<file path="src/rtl/imem_bridge.sv">
// imem_bridge: credit-limited instruction-fetch bridge with an in-order response queue.
// Optional PC-redirect squash support is compiled in with `define IMEM_BRIDGE_SQUASH_EN.
module imem_bridge #(
  parameter int QDEPTH = 2
) (
  input  logic        clk,
  input  logic        rst,
`ifdef IMEM_BRIDGE_SQUASH_EN
  input  logic        squash,
`endif
  input  logic        preq_val,
  input  logic [31:0] preq_addr,
  output logic        preq_rdy,
  output logic        presp_val,
  output logic [31:0] presp_data,
  input  logic        presp_rdy,
  output logic        mreq_val,
  output logic [31:0] mreq_addr,
  input  logic        mreq_rdy,
  input  logic        mresp_val,
  input  logic [31:0] mresp_data,
  output logic        err
);
  localparam int AW = $clog2(QDEPTH);
  localparam int CW = AW + 1;
  logic [CW-1:0] out_q, out_d, cnt_q, cnt_d, infl;
  logic [AW-1:0] wr_q, wr_d, rd_q, rd_d;
  logic [31:0]   mem_q [QDEPTH];
  logic          err_q, err_d;
  logic          consume, credit, fire, bad, disc, enq, sq, dropping;
`ifdef IMEM_BRIDGE_SQUASH_EN
  logic [CW-1:0] drop_q, drop_d, drop_load;
  assign sq        = squash;
  assign dropping  = drop_q != '0;
  assign drop_load = infl - CW'(mresp_val && !bad);
  assign drop_d    = sq ? drop_load : drop_q - CW'(disc);
`else
  assign sq       = 1'b0;
  assign dropping = 1'b0;
`endif
  // In-flight excludes words already sitting in the queue; a response with none in flight is illegal.
  assign infl       = out_q - cnt_q;
  assign presp_val  = cnt_q != '0;
  assign presp_data = presp_val ? mem_q[rd_q] : '0;
  assign consume    = presp_val && presp_rdy;
  assign credit     = rst && (out_q < CW'(QDEPTH) || consume) && !sq;
  assign mreq_val   = preq_val && credit;
  assign preq_rdy   = mreq_rdy && credit;
  assign mreq_addr  = preq_addr;
  assign fire       = mreq_val && mreq_rdy;
  assign bad        = mresp_val && infl == '0;
  assign disc       = mresp_val && !bad && dropping;
  assign enq        = mresp_val && !bad && !dropping && !sq;
  assign err        = err_q;
  always_comb begin
    err_d = err_q || bad;
`ifdef IMEM_BRIDGE_SQUASH_EN
    out_d = sq ? drop_load : out_q + CW'(fire) - CW'(consume) - CW'(disc);
`else
    out_d = out_q + CW'(fire) - CW'(consume) - CW'(disc);
`endif
    cnt_d = sq ? '0 : cnt_q + CW'(enq) - CW'(consume);
    wr_d  = sq ? '0 : wr_q + AW'(enq);
    rd_d  = sq ? '0 : rd_q + AW'(consume);
  end
  always_ff @(posedge clk or negedge rst) begin
    if (!rst) begin
      out_q <= '0;
      cnt_q <= '0;
      wr_q  <= '0;
      rd_q  <= '0;
      err_q <= 1'b0;
`ifdef IMEM_BRIDGE_SQUASH_EN
      drop_q <= '0;
`endif
    end else begin
      out_q <= out_d;
      cnt_q <= cnt_d;
      wr_q  <= wr_d;
      rd_q  <= rd_d;
      err_q <= err_d;
`ifdef IMEM_BRIDGE_SQUASH_EN
      drop_q <= drop_d;
`endif
    end
  end
  always_ff @(posedge clk) begin
    if (enq) mem_q[wr_q] <= mresp_data;
  end
endmodule

</file>
<file path="config.mk">
export PLATFORM = sky130hd
export DESIGN_NAME = imem_bridge
export DESIGN_NICKNAME = d
export VERILOG_FILES = /design/src/rtl/imem_bridge.sv
export SDC_FILE = /design/constraint.sdc
export NUM_CORES = 1
export LEC_CHECK = 0
export ABC_AREA = 0
export CORE_UTILIZATION = 37
export DETAILED_ROUTE_END_ITERATION = 7
export GPL_ROUTABILITY_DRIVEN = 0
export PLACE_DENSITY = 0.76
export SLEW_MARGIN = 25
export SYNTH_ARGS = -nofsm -noshare
export SYNTH_HDL_FRONTEND = slang
export SYNTH_SLANG_ARGS = --single-unit
export TNS_END_PERCENT = 30
</file>
<file path="constraint.sdc">
create_clock -name clk -period 1.88 [get_ports clk]
set_input_delay 0.282 -clock clk [delete_from_list [all_inputs] [get_ports clk]]
set_output_delay 0.282 -clock clk [all_outputs]
set_load 0.02 [all_outputs]
</file>
# Yosys cells after proc, flatten, opt, wreduce, memory -nomap -nowiden
# Memories as Yosys holds them, arrays and structs flattened.
# Cells that the tools add are included.
[totals] reg_bits=7 latchBits=0 ramBits=64 romBits=0 elab_cells=29 mem_count=1
[op_classes] add_sub_neg=7 multipliers=0 div=0 magnitude_cmp=1 n_eq_ne=0 n_shift=0 n_mux=3 bitwise=0 reduce_logical=12
[mem_list] name="mem_q" depth=2 word_bits=32 rd=1 rd_ports_with_merged_regs=0 wr=1 line_no="28" rtl="logic [31:0] mem_q [QDEPTH];"
[op_table] cell="$mux W32" n=1
[op_table] cell="$logic_and A1 B1 Y1" n=7
[op_table] cell="$add A2 B1 Y2" n=2
[op_table] cell="$sub A2 B1 Y2" n=2
[op_table] cell="$add A1 B1 Y1" n=2
[op_table] cell="$logic_not A2 Y1" n=1
[op_table] cell="$logic_or A1 B1 Y1" n=2
[op_table] cell="$lt A2 B2 Y1 const B" n=1
[op_table] cell="$mux W1" n=2
[op_table] cell="$reduce_bool A2 Y1" n=1
[op_table] cell="$sub A2 B2 Y2" n=1
[op_table] cell="$logic_not A1 Y1" n=1

# Depth between registers and ports, before layout
[logic_depth] word_depth=8 mapped_depth=7 ltp_nobuf=7

# Worst setup path after synthesis
# OpenSTA, ideal clock, no wires.
[synth_path] kind="flip-flop to flip-flop" startpoint="register out_q[1]" endpoint="memory mem_q[1][0], enable pin" setup_time_ns=0.392 arrival_time_ns=1.676 path_slack_ns=-0.188 stages_incl_launch_ff=4 path_buffers=0 synth_period_minus_slack_ns=2.068 cell_sequence="dfrtp_1 -> xnor2_1 -> a21boi_0 -> ha_1"
[synth_via] elab_chain_len=7
[synth_lines] item="start: declaration" line_no="26" rtl="logic [CW-1:0] out_q, out_d, cnt_q, cnt_d, infl;"
[synth_lines] item="start signal: assignment" line_no="77" rtl="out_q <= out_d;"
[synth_lines] item="$sub A2 B2 Y2" line_no="42" rtl="assign infl = out_q - cnt_q;"
[synth_lines] item="$logic_not A2 Y1" line_no="51" rtl="assign bad = mresp_val && infl == '0;"
[synth_lines] item="$logic_and A1 B1 Y1" line_no="51"
[synth_lines] item="$logic_not A1 Y1" line_no="53" rtl="assign enq = mresp_val && !bad && !dropping && !sq;"
[synth_lines] item="$logic_and A1 B1 Y1" line_no="53"
[synth_lines] item="$mux W1" line_no="88" rtl="if (enq) mem_q[wr_q] <= mresp_data;"
[synth_lines] item="$mux W1 (implied by the code)" line_no="88"
[synth_lines] item="end: declaration" line_no="28"
# No other way between the ends.

# Worst setup path in the final report
[layout_path] startpoint="register rd_q" endpoint="output presp_data[16]"
[layout_via] elab_chain_len=2
[layout_lines] item="start: declaration" line_no="27" rtl="logic [AW-1:0] wr_q, wr_d, rd_q, rd_d;"
[layout_lines] item="start signal: assignment" line_no="80" rtl="rd_q <= rd_d;"
[layout_lines] item="$mem_v2 Z2 W32"
[layout_lines] item="$mux W32" line_no="44" rtl="assign presp_data = presp_val ? mem_q[rd_q] : '0;"
[layout_lines] item="end: declaration" line_no="15" rtl="output logic [31:0] presp_data,"
# No other way between the ends.

==> flow_summary.json <==
{
  "status": "finished, final reports clean",
  "ctsHtreeMaxLevel": 3,
  "end_kind": "output port",
  "postSynthCellCount": 204,
  "critPathMaxFanout": 11,
  "place_hpwl_mm": 3.86,
  "met3_usage_pct": 3.78,
  "coreArea_um2": 7850,
  "area_delta_synth_final_pct": 30.7,
  "ir_worst_vdd_uv": 647,
  "cp_data_required_time_ns": 1.60,
  "path_clk_slew_ns": 0.07,
  "synthDominantCellAreaShare_pct": 63.1,
  "cts_made_buffers": 9,
  "globalRouteOverflowTotal": 0,
  "reg2reg_to": "out_q[1]$_DFF_PN0_",
  "port_buffers": 73,
  "hold_viol": 0,
  "rsz0062_at_grt": "yes",
  "final_nets": 336,
  "yosys.area_share.simple_pct": 4.48,
  "synth_compound_area_share_pct": 1.60,
  "grt_max_degree": 23,
  "yosys-top-cells-count": "64 x edfxtp_1, 35 x buf_4, 33 x nor2_1",
  "hold_path.class": "input pin to asynchronous set/reset pin",
  "wl_mm": 5.62,
  "grt_pass1_vias": 1802,
  "syn_avg_cell_area_um2": 14.9,
  "antenna_found_initial": 0,
  "die_w_um": 92.7,
  "cts_tree": "built",
  "reg2reg_slack_ns": 0.15,
  "maxCapViolations": 0,
  "crit_type": "flop to output port",
  "clk_latency_ns": 0.33,
  "crit-reg2reg-launch": "cnt_q[0]$_DFF_PN0_",
  "route.detailed.drc": 0,
  "yosysWarnings": 0,
  "ys.flop_type": "edfxtp_1",
  "syn-num-nets": 280,
  "drive_gt1_share_pct": 13.6,
  "synth_mux_area_share_pct": 10.5,
  "cts-root-buf": "clkbuf_8",
  "fin_area_um2": 3980,
  "grt_pass1_wl_mm": 8.74,
  "fmax_mhz": 554,
  "rr_worst_depth": 7,
  "post_dp_cell_area_um2": 3790,
  "die_y_um": 92.7,
  "yosysTopAreaCell": "edfxtp_1",
  "ys_async_sr_fraction_pct": 9.86,
  "drv_slew": 0,
  "num_antenna_cells": 0,
  "cts_sinks": 71,
  "yosysUniqueCellTypes": 17,
  "ys_seq_area_share_pct": 68.9,
  "ys_top_cells_by_area": "edfxtp_1 63%, mux2i_1 11%, buf_4 8.6%, dfrtp_1 5.8%, nor2_1 4.1%",
  "cts_buffer_depth": 2,
  "routedWlPerCell_um": 15.3,
  "fin_ws_ns": 0.0749,
  "synth_top_family_by_area": "multiplexers",
  "grt_busiest_layer": "met2",
  "die_area_um2": 8590,
  "maxSlewHeadroom_pct": 84.4,
  "postRouteAntennaNets": 0,
  "cp-start-kind": "flop",
  "initial_core_util_pct": 38.8,
  "dr.pass1.iters": 4,
  "power_density_nw_per_um2": 1720,
  "worst_slew_pin_slew_ns": 0.232,
  "total_leakage_power_nw": 1.57,
  "post_cts_resized": 40,
  "drtIter0Drc": 89,
  "pre_cts_slack_ns": -0.151,
  "ys_ff_latch": 71,
  "fin_crit_sh_pct": 96.0,
  "cp.arrival_ns": 1.52,
  "rows": 32,
  "fin_skew_ns": 0.00854,
  "routed_via_density": 4.62,
  "postCtsSetupBuffers": 0,
  "syn_area_um2": 3040,
  "min_period_ns": 1.81,
  "synthAdderAreaFrac_pct": 2.47,
  "synthXorXnorAreaFrac_pct": 2.01,
  "synth_most_common_cell": "edfxtp_1",
  "ios": 138,
  "synth_edf_count": 64,
  "fill_cells": 687,
  "hold_buffers": 0,
  "grt.met2_usage_pct": 23.1,
  "grtUsageTotal_pct": 13.8,
  "grt_use_met1_pct": 15.3,
  "vias": 1696,
  "setup_viol": 0
}
## flip-flops by register name, summed over array words and instances, names as in the netlist
| register | count |
|---|---|
| out_q | 2 |
| cnt_q | 2 |
| mem_q | 64 |
| err | 1 |
| wr_q | 1 |
| rd_q | 1 |
## metrics by stage
stage	utilization, %	cells	total power [W]	setup TNS, ns	hold slack (ns)
5_1_grt	50.7	367	0.00727	-0.0789	0.317
2_1_floorplan	-	204	0.00443	-12.02	-0.0136
3_5_place_dp	48.2	351	0.00595	-0.396	0.472
4_1_cts	50.6	367	0.00696	0	0.306
6_report	50.7	367	0.00686	0	0.318
3_3_place_gp	48.2	351	0.00588	-0.0688	0.470
## cell families (layout without fill, tap and decap cells)
family          count (synthesis)  in the layout
mux                            32             32
fa+ha+maj                       6              6
simple gates                   36             36
compound gates                  7              7
flops                          71             71
xor+xnor                        7              7
buf+inv                        45            106
## worst max-delay path by stage
stage	start	slack [ns]	end	cells after the start
2_1_floorplan	out_q[1]$_DFF_PN0_	-0.19	mem_q[1][0]$_DFFE_PP_	3
3_3_place_gp	presp_rdy	-0.03	mreq_val	4
3_5_place_dp	presp_rdy	-0.15	out_q[1]$_DFF_PN0_	8
4_1_cts	rd_q$_DFF_PN0_	0.03	presp_data[6]	4
5_1_grt	rd_q$_DFF_PN0_	-0.04	presp_data[3]	4
6_report	rd_q$_DFF_PN0_	0.07	presp_data[16]	4
## routing by layer
metal	vias up	wire length, µm
li1	800	-
met1	814	2230
met2	50	2780
met3	32	362
met4	0	250
met5	-	0
## cell usage in the layout, fill, tap and decap left out, drive strengths merged
master and instances:
clkdlybuf4s15 8, a31o 1, ha 6, clkdlybuf4s50 38
dlygate4sd2 25, mux2i 32, a21oi 2, edfxtp 64
a21o 1, a21bo 1, bufinv 2, dfrtp 7
clkinv 3, buf 11, a21boi 1, nor2 33
clkbuf 13, xnor2 7, nand2 2, nand3 1
o21ai 1, inv 6
## cell type report
type / count / area, µm² / area share [%]
clock buffers: 11 / 131 / 3.30
multi-input cells: 88 / 658 / 16.5
well taps: 102 / 128 / 3.21
clock inverters: 5 / 82.6 / 2.08
flip-flops and latches: 71 / 2100 / 52.8
repair buffers: 84 / 855 / 21.5
inverters: 6 / 22.5 / 0.566
## critical path: stages (launching register included)
cell and delay [ns]:
dfrtp_2 0.40, buf_6 0.19, mux2i_1 0.23, nor2_1 0.06, dlygate4sd2_1 0.31
## report_power, final
group / switching, W / internal [W] / leakage [nW]
combinational: 0.00174 / 0.00133 / 0.796
clock: 0.000543 / 0.000751 / 0.107
sequential: 0.000184 / 0.00231 / 0.670
No activity file was read; power rests on OpenSTA's default activity.
